## src/rtl/regfile_ctrl_if.sv

```systemverilog
// Request/response channels between an initiator and the register-file controller.
// The master side issues requests and consumes read responses.
interface regfile_ctrl_if #(
  parameter int ADDR_W = 5,
  parameter int DATA_W = 32
);
  logic              req_valid;
  logic              req_ready;
  logic              req_we_;
  logic [ADDR_W-1:0] req_addr;
  logic [DATA_W-1:0] req_wdata;
  logic              rsp_valid;
  logic              rsp_ready;
  logic [DATA_W-1:0] rsp_rdata;

  modport master (
    output req_valid, req_we_, req_addr, req_wdata, rsp_ready,
    input  req_ready, rsp_valid, rsp_rdata
  );

  modport slave (
    input  req_valid, req_we_, req_addr, req_wdata, rsp_ready,
    output req_ready, rsp_valid, rsp_rdata
  );
endinterface

```

## src/rtl/regfile_ctrl.sv

```systemverilog
// Initiator in front of a register file: zero-fills every entry after reset or on clear,
// then serves single read/write requests with a held read response.
//
// state    | meaning
// ---------+-------------------------------------------------------------
// S_CLEAR  | sweep rf_addr 0..DATA_D-1 writing zero, no requests taken
// S_IDLE   | ready for a request; clear_ low restarts the sweep
// S_ACCESS | one cycle on the regfile: write commits or read data sampled
// S_RESP   | read response held until rsp_ready
module regfile_ctrl #(
  parameter int ADDR_W = 5,
  parameter int DATA_W = 32,
  parameter int DATA_D = 32
) (
  input  logic              i_clk,
  input  logic              i_reset_,
  regfile_ctrl_if.slave     bus,
  input  logic              i_clear_,
  output logic              o_busy,
  output logic [ADDR_W-1:0] o_rf_addr,
  output logic [DATA_W-1:0] o_rf_d_in,
  output logic              o_rf_we_,
  input  logic [DATA_W-1:0] i_rf_d_out
);

  typedef enum logic [1:0] {S_CLEAR, S_IDLE, S_ACCESS, S_RESP} state_t;

  localparam logic [ADDR_W:0]   DEPTH = (ADDR_W+1)'(DATA_D);
  localparam logic [ADDR_W-1:0] LAST  = ADDR_W'(DATA_D - 1);

  state_t            r_state;
  logic [ADDR_W-1:0] r_rf_addr;
  logic [DATA_W-1:0] r_rf_d_in;
  logic              r_rf_we_;
  logic              r_is_rd;
  logic              r_rsp_valid;
  logic [DATA_W-1:0] r_rsp_rdata;

  logic w_req_in_range;
  logic w_rf_in_range;

  // Widened compares so DATA_D == 2**ADDR_W still works.
  assign w_req_in_range = ({1'b0, bus.req_addr} < DEPTH);
  assign w_rf_in_range  = ({1'b0, r_rf_addr} < DEPTH);

  assign bus.req_ready = (r_state == S_IDLE) && i_clear_;
  assign bus.rsp_valid = r_rsp_valid;
  assign bus.rsp_rdata = r_rsp_rdata;
  assign o_busy        = (r_state != S_IDLE);
  assign o_rf_addr     = r_rf_addr;
  assign o_rf_d_in     = r_rf_d_in;
  assign o_rf_we_      = r_rf_we_;

  always_ff @(posedge i_clk or negedge i_reset_) begin
    if (!i_reset_) begin
      r_state     <= S_CLEAR;
      r_rf_addr   <= '0;
      r_rf_d_in   <= '0;
      r_rf_we_    <= 1'b0;
      r_is_rd     <= 1'b0;
      r_rsp_valid <= 1'b0;
      r_rsp_rdata <= '0;
    end else begin
      case (r_state)
        S_CLEAR: begin
          r_rf_we_  <= 1'b0;
          r_rf_d_in <= '0;
          if (r_rf_addr == LAST) begin
            r_rf_we_ <= 1'b1;
            r_state  <= S_IDLE;
          end else begin
            r_rf_addr <= r_rf_addr + 1'b1;
          end
        end
        S_IDLE: begin
          if (!i_clear_) begin
            r_rf_addr <= '0;
            r_rf_we_  <= 1'b0;
            r_rf_d_in <= '0;
            r_state   <= S_CLEAR;
          end else if (bus.req_valid) begin
            r_rf_addr <= bus.req_addr;
            r_rf_d_in <= bus.req_wdata;
            // Out-of-range writes are dropped by never pulling we_ low.
            r_rf_we_  <= w_req_in_range ? bus.req_we_ : 1'b1;
            r_is_rd   <= bus.req_we_;
            r_state   <= S_ACCESS;
          end
        end
        S_ACCESS: begin
          r_rf_we_ <= 1'b1;
          if (r_is_rd) begin
            r_rsp_rdata <= w_rf_in_range ? i_rf_d_out : '0;
            r_rsp_valid <= 1'b1;
            r_state     <= S_RESP;
          end else begin
            r_state <= S_IDLE;
          end
        end
        S_RESP: begin
          if (bus.rsp_ready) begin
            r_rsp_valid <= 1'b0;
            r_state     <= S_IDLE;
          end
        end
        default: r_state <= S_CLEAR;
      endcase
    end
  end

endmodule

```

## src/flat_wrapper.sv

```systemverilog
// flat-port wrapper written by rule: the top's interface ports become plain ports
module regfile_ctrl_flat 
#(
  parameter int ADDR_W = 5,
  parameter int DATA_W = 32,
  parameter int DATA_D = 32
)
  (i_clk, i_reset_, i_clear_, o_busy, o_rf_addr, o_rf_d_in, o_rf_we_, i_rf_d_out, bus_req_valid, bus_req_we_, bus_req_addr, bus_req_wdata, bus_rsp_ready, bus_req_ready, bus_rsp_valid, bus_rsp_rdata);
  regfile_ctrl_if #(.ADDR_W(ADDR_W), .DATA_W(DATA_W)) bus_i ();
  input  logic i_clk;
  input  logic i_reset_;
  input  logic i_clear_;
  output logic o_busy;
  output logic [ADDR_W-1:0] o_rf_addr;
  output logic [DATA_W-1:0] o_rf_d_in;
  output logic o_rf_we_;
  input  logic [DATA_W-1:0] i_rf_d_out;
  input wire logic [$bits(bus_i.req_valid)-1:0] bus_req_valid;
  input wire logic [$bits(bus_i.req_we_)-1:0] bus_req_we_;
  input wire logic [$bits(bus_i.req_addr)-1:0] bus_req_addr;
  input wire logic [$bits(bus_i.req_wdata)-1:0] bus_req_wdata;
  input wire logic [$bits(bus_i.rsp_ready)-1:0] bus_rsp_ready;
  output wire logic [$bits(bus_i.req_ready)-1:0] bus_req_ready;
  output wire logic [$bits(bus_i.rsp_valid)-1:0] bus_rsp_valid;
  output wire logic [$bits(bus_i.rsp_rdata)-1:0] bus_rsp_rdata;
  assign bus_i.req_valid = bus_req_valid;
  assign bus_i.req_we_ = bus_req_we_;
  assign bus_i.req_addr = bus_req_addr;
  assign bus_i.req_wdata = bus_req_wdata;
  assign bus_i.rsp_ready = bus_rsp_ready;
  assign bus_req_ready = bus_i.req_ready;
  assign bus_rsp_valid = bus_i.rsp_valid;
  assign bus_rsp_rdata = bus_i.rsp_rdata;
  regfile_ctrl #(.ADDR_W(ADDR_W), .DATA_W(DATA_W), .DATA_D(DATA_D)) u_core (.i_clk(i_clk), .i_reset_(i_reset_), .bus(bus_i), .i_clear_(i_clear_), .o_busy(o_busy), .o_rf_addr(o_rf_addr), .o_rf_d_in(o_rf_d_in), .o_rf_we_(o_rf_we_), .i_rf_d_out(i_rf_d_out));
endmodule
```

## config.mk

```make
export PLATFORM = sky130hd
export DESIGN_NAME = regfile_ctrl_flat
export DESIGN_NICKNAME = d
export VERILOG_FILES = /design/src/rtl/regfile_ctrl_if.sv /design/src/rtl/regfile_ctrl.sv /design/src/flat_wrapper.sv
export SDC_FILE = /design/constraint.sdc
export NUM_CORES = 1
export LEC_CHECK = 0
export CORE_MARGIN = 2
export CORE_UTILIZATION = 43
export CTS_CLUSTER_DIAMETER = 50
export DETAILED_ROUTE_END_ITERATION = 8
export GPL_TIMING_DRIVEN = 0
export MAX_ROUTING_LAYER = met4
export PLACE_DENSITY = 0.88
export SETUP_SLACK_MARGIN = 0.4
export SLEW_MARGIN = 10
export SYNTH_ARGS = -nofsm -noshare
export SYNTH_HDL_FRONTEND = slang
export SYNTH_SLANG_ARGS = --single-unit
```

## constraint.sdc

```tcl
create_clock -name i_clk -period 2.6 [get_ports i_clk]
set_input_delay 0.65 -clock i_clk [delete_from_list [all_inputs] [get_ports i_clk]]
set_output_delay 0.65 -clock i_clk [all_outputs]
set_load 0.005 [all_outputs]
```

# == After elaboration in Yosys (flattened, before gate mapping) ==
# Cells that the tools add are included.
# word_totals
register_bits,74
inputBits,75
out_inout_bits,73
wordCells,50
# op_classes
addsub,1
n_eq_ne,10
muxes,20
reduce_logical,12
# ops
cell,count
$mux W32,2
$pmux W32 S2,1
$mux W5,3
$reduce_and A3 Y1,4
$mux W2,5
$pmux W5 S2,1
$pmux W2 S4,1
$ne A2 B1 Y1 const B,3
$reduce_and A2 Y1,3
$add A5 B1 Y5 const B,1
$eq A5 B5 Y1 const B,1
$mux W1,5
$eq A2 B2 Y1 const B,2
$ne A2 B2 Y1 const B,2
$reduce_bool A2 Y1,2
$ne A3 B3 Y1 const B,1
$pmux W1 S3,1
$reduce_bool A3 Y1,1
$eq A2 B1 Y1 const B,1
$logic_not A2 Y1,1
$pmux W1 S2,1
$logic_and A1 B1 Y1,1

# == Longest topological paths before layout ==
# logic_depth
ltp_word,3
depth_mapped,8
mapped_depth_nobuf,7

# == Worst setup path before layout ==
# No wires, ideal clock.
# synth_path
path_kind,reg-to-reg
from,register u_core.r_rf_addr[0] (netlist: u_core.o_rf_addr[0])
to,register u_core.r_rf_addr[2] (netlist: u_core.o_rf_addr[2])
setup_ns,0.124
arrival_time_ns,1.609
required_time_ns,2.476
setup_slack_ns,0.867
path_stages_with_launch,8
path_buffers,1
period_less_slack_ns,1.733
cell_sequence,dfrtp_1 ha_1 and3_1 ha_1 nand2_1 o221ai_4 buf_6 a211o_1
# synth_between
elab_chain_cells,3
word_cells_on_any_way,6
cone_classes,add/sub (1); eq/ne (2); mux (2); reduce/logical (1)
# synth_lines
element,line_no,source
"start, declared",regfile_ctrl.sv:32,logic [ADDR_W-1:0] r_rf_addr;
"start signal, assigned",regfile_ctrl.sv:72,r_rf_addr <= r_rf_addr + 1'b1;
"start signal, assigned",regfile_ctrl.sv:82,r_rf_addr <= bus.req_addr;
$add A5 B1 Y5 / $eq A5 B5 Y1 (equally long branches),"regfile_ctrl.sv:72, regfile_ctrl.sv:68",
$mux W5 / $ne A2 B2 Y1 (equally long branches),--,
$pmux W5 S2 / $reduce_and A3 Y1 (equally long branches),--,
# Several ways; a longest one is shown, not always the timed one. The select of a mux whose other input is x is not followed.
# A chain may end at the register's enable or synchronous reset.

# == Worst setup path in the final report ==
# layout_path
from,register u_core.r_state[0]
to,output port o_busy
# layout_between
elab_chain_cells,1
# layout_lines
element,line_no,source
"start, declared",regfile_ctrl.sv:31,state_t r_state;
"start signal, assigned",regfile_ctrl.sv:56,r_state <= S_CLEAR;
"start signal, assigned",regfile_ctrl.sv:70,r_state <= S_IDLE;
"start signal, assigned",regfile_ctrl.sv:80,r_state <= S_CLEAR;
$ne A2 B1 Y1,regfile_ctrl.sv:49,assign o_busy = (r_state != S_IDLE);
"end, declared",flat_wrapper.sv:13,output logic o_busy;
# No other way between the ends.

==> flow_summary.toml <==
[synthesis]
synthesis.nets = 290
synthesis.yosys.warnings = 0
synthDominantAreaCellType = "sky130_fd_sc_hd__dfrtp_1"
synth_seq_cells = 74
cell_types_with_the_largest_area_share_after_synthesis = "sky130_fd_sc_hd__dfrtp_1, sky130_fd_sc_hd__mux2_2, sky130_fd_sc_hd__a22o_1"
mappedNetlistArea_um2 = 2970
most_used_dff_post_synth = "sky130_fd_sc_hd__dfrtp_1"
async_set_or_reset_flop_fraction_in_the_synthesized_netlist_pct = 100
edff_count_synth = 0
sequential_fraction_of_the_synthesis_area_pct = 62.3
avgSynthCellArea_um2 = 14.3
synth_top_cell_area_share_pct = 62.3
synthCells = 208
ys_types = 26

[sta]
grt_setup_unrepaired = "no"
period_share_pct = 81.0
final_count_of_negative_setup_slack_endpoints = 0
slew_headroom_pct = 80.1
final.setup.tns_ns = 0
transition_time_of_the_tightest_slew_check_pin_ns = 0.296
worst_hold_slack_ns = 0.151
max_freq_mhz = 475
timing.final.max_slew_violations = 0
post-route-min-period_ns = 2.11
report.final.hold_viol_count = 0
worst_clock_skew_ns = 0.0120

[worst_hold_path]
worstHoldPathType = "primary input to asynchronous set/reset pin"

[finish]
final_layout_size_suffix_gt1_share_pct = 20.8
layout.cell_area.non_filler_um2 = 4850
antennaDiodeCount = 0
fin_nets = 457
synthToLayoutAreaGrowth_pct = 63.1

[routing]
drt_drc_violations_left = 0
detail-route-antenna-nets = 0
drtPass1Iterations = 4
viasPerCell = 5.03
dr_total_vias = 2316
route.detailed.wl_per_inst_um = 15.9
drt_wl_total_um = 7320
first_iter_violations = 73

[grt]
vias_in_the_first_global_route = 2403
grt_total_usage_pct = 19.7
grt_pass1_wl_um = 11200
global_route.overflow_total = 0
grt_max_degree = 64
grt_antenna_before_repair = 0

[floorplan]
dieWidth_um = 87.2
start_util_pct = 44.0
floorplan.rows = 30
design.portCount = 148
total_die_area_um2 = 7600
die_h_um = 87.2
fp.coreArea_um2 = 6760

[run]
timing.max_cap.violations = 0

[clock_network]
tritoncts_clock_tree = "yes"
cts_hold_buf = 0
clockRootBuffer = "sky130_fd_sc_hd__clkbuf_8"
cts.clk_slew.worst_paths_ns = 0.09
cts_inserted_buffers = 9
total_clock_sinks = 74
cts_max_level = 3
clock_insertion_delay_worst_skew_ns = 0.33
buffers_from_clock_root_to_sink_at_most = 2

[pwr]
worst_ir_drop_vdd_v = 0.000504
power.static_leakage_nw = 2.16
power_per_cell_area_nw_per_um2 = 1050

[worst_setup_path]
critical_path.startpoint = "u_core.r_state[0]"
largest_driver_fanout_on_the_critical_path = 4
cp_data_required_time_ns = 1.95
critPathArrivalTime_ns = 1.46
timing_worst_setup_path_type = "flop to output pin"
rr_startpoint = "u_core.o_rf_addr[0]"
endpoint_kind = "output pin"
reg2reg_slack_ns = 0.72
worst_setup_path_start_kind = "flop"

[run_status]
status = "finished, final reports clean"

[placed_design]
post-dp-hpwl_um = 5360
portBuffers = 147
placed_area_um2 = 4570
globalplace.congestion = 0.790
## sequential cells by signal, summed over array words and instances (netlist names)
name / flops
u_core.bus.rsp_valid: 1
u_core.r_is_rd: 1
u_core.o_rf_d_in: 32
u_core.r_state: 2
u_core.bus.rsp_rdata: 32
u_core.o_rf_we_: 1
u_core.o_rf_addr: 5
## worst paths after layout
path / end / cells past startpoint
min: u_core.bus.rsp_rdata[19] / 1
min in group i_clk: u_core.bus.rsp_rdata[12] / 1
max in group asynchronous: u_core.o_rf_d_in[5] / 2
min reg2reg: u_core.bus.rsp_rdata[12] / 1
max: o_busy / 5
max reg2reg: u_core.o_rf_addr[2] / 7
## repair_timing
action / in CTS / in global routing
pin swaps: 0 / 0
setup buffers: 4 / 4
gates resized for setup: 5 / 5
endpoints found under the setup margin: 2 / 2
## cells in the final DEF, fill, tap and decap left out, types with 2 or more instances in the layout
master and count:
sky130_fd_sc_hd__clkdlybuf4s50_1 143, sky130_fd_sc_hd__dfrtp_1 74, sky130_fd_sc_hd__mux2_2 34, sky130_fd_sc_hd__a22o_1 33
sky130_fd_sc_hd__buf_2 10, sky130_fd_sc_hd__nand2_1 9, sky130_fd_sc_hd__clkbuf_8 9, sky130_fd_sc_hd__buf_4 9
sky130_fd_sc_hd__ha_1 6, sky130_fd_sc_hd__nor2_1 5, sky130_fd_sc_hd__inv_6 4, sky130_fd_sc_hd__inv_1 4
sky130_fd_sc_hd__o21ai_0 4, sky130_fd_sc_hd__a21oi_1 4, sky130_fd_sc_hd__buf_6 2, sky130_fd_sc_hd__and3_1 2
sky130_fd_sc_hd__nand3_1 2, sky130_fd_sc_hd__o21ai_1 2, sky130_fd_sc_hd__a211o_1 2, sky130_fd_sc_hd__a22oi_1 2
sky130_fd_sc_hd__mux2i_1 2, sky130_fd_sc_hd__clkinvlp_4 2
## final cells by class
cell class | count | area [um2]
multi-input cells | 116 | 1040
plain buffers | 12 | 72.6
fillers | 489 | 1910
clock buffers | 9 | 124
clock inverters | 7 | 82.6
inverters | 6 | 27.5
flip-flops and latches | 74 | 1850
well taps | 80 | 100
repair buffers | 156 | 1550
## where the power goes
part | switching (W) | internal (W) | leakage, nW | total (W)
clock network | 0.000459 | 0.000460 | 0.0988 | 0.000919
logic | 0.000837 | 0.00146 | 1.13 | 0.00229
registers | 0.000256 | 0.00160 | 0.933 | 0.00185
## metal layers
layer / up-vias / global-route usage [%] / wire, um
met5: - / - / 0
met2: 95 / 31.7 / 3580
met3: 2 / 5.21 / 520
met4: 0 / 7.27 / 28
met1: 1129 / 24.1 / 3190
li1: 1090 / - / -
## through the flow
step	setup WS [ns]	total power (W)	utilization, %	cells
3_3_place_gp	-1.56	0.00399	67.3	435
2_1_floorplan	0.867	0.00284	-	208
4_1_cts	0.212	0.00506	71.2	456
6_report	0.493	0.00507	71.8	460
3_5_place_dp	0.0202	0.00408	67.6	436
5_1_grt	0.408	0.00540	71.8	460
## cell usage after synthesis, drive strengths merged (2+ instances only)
cell / count
buf: 12
dfrtp: 74
nand3: 2
nand2: 10
o21ai: 6
nor2: 5
inv: 6
a21oi: 4
a211o: 2
ha: 7
mux2: 34
and3: 2
a22o: 33
mux2i: 2
a22oi: 2
## cells by family after synthesis
| family | synth area share [%] |
|---|---|
| fa+ha+maj | 2.95 |
| simple gates | 3.62 |
| compound gates | 14.4 |
| flops | 62.3 |
| buf+inv | 3.20 |
| mux | 13.6 |
## critical path, cell delays in order, from the launching register on
cell and delay [ns]:
sky130_fd_sc_hd__dfrtp_1 0.42, sky130_fd_sc_hd__ha_2 0.20, sky130_fd_sc_hd__buf_6 0.13, sky130_fd_sc_hd__buf_4 0.13, sky130_fd_sc_hd__inv_1 0.12, sky130_fd_sc_hd__clkbuf_2 0.14
No activity file was read; power rests on OpenSTA's default activity.
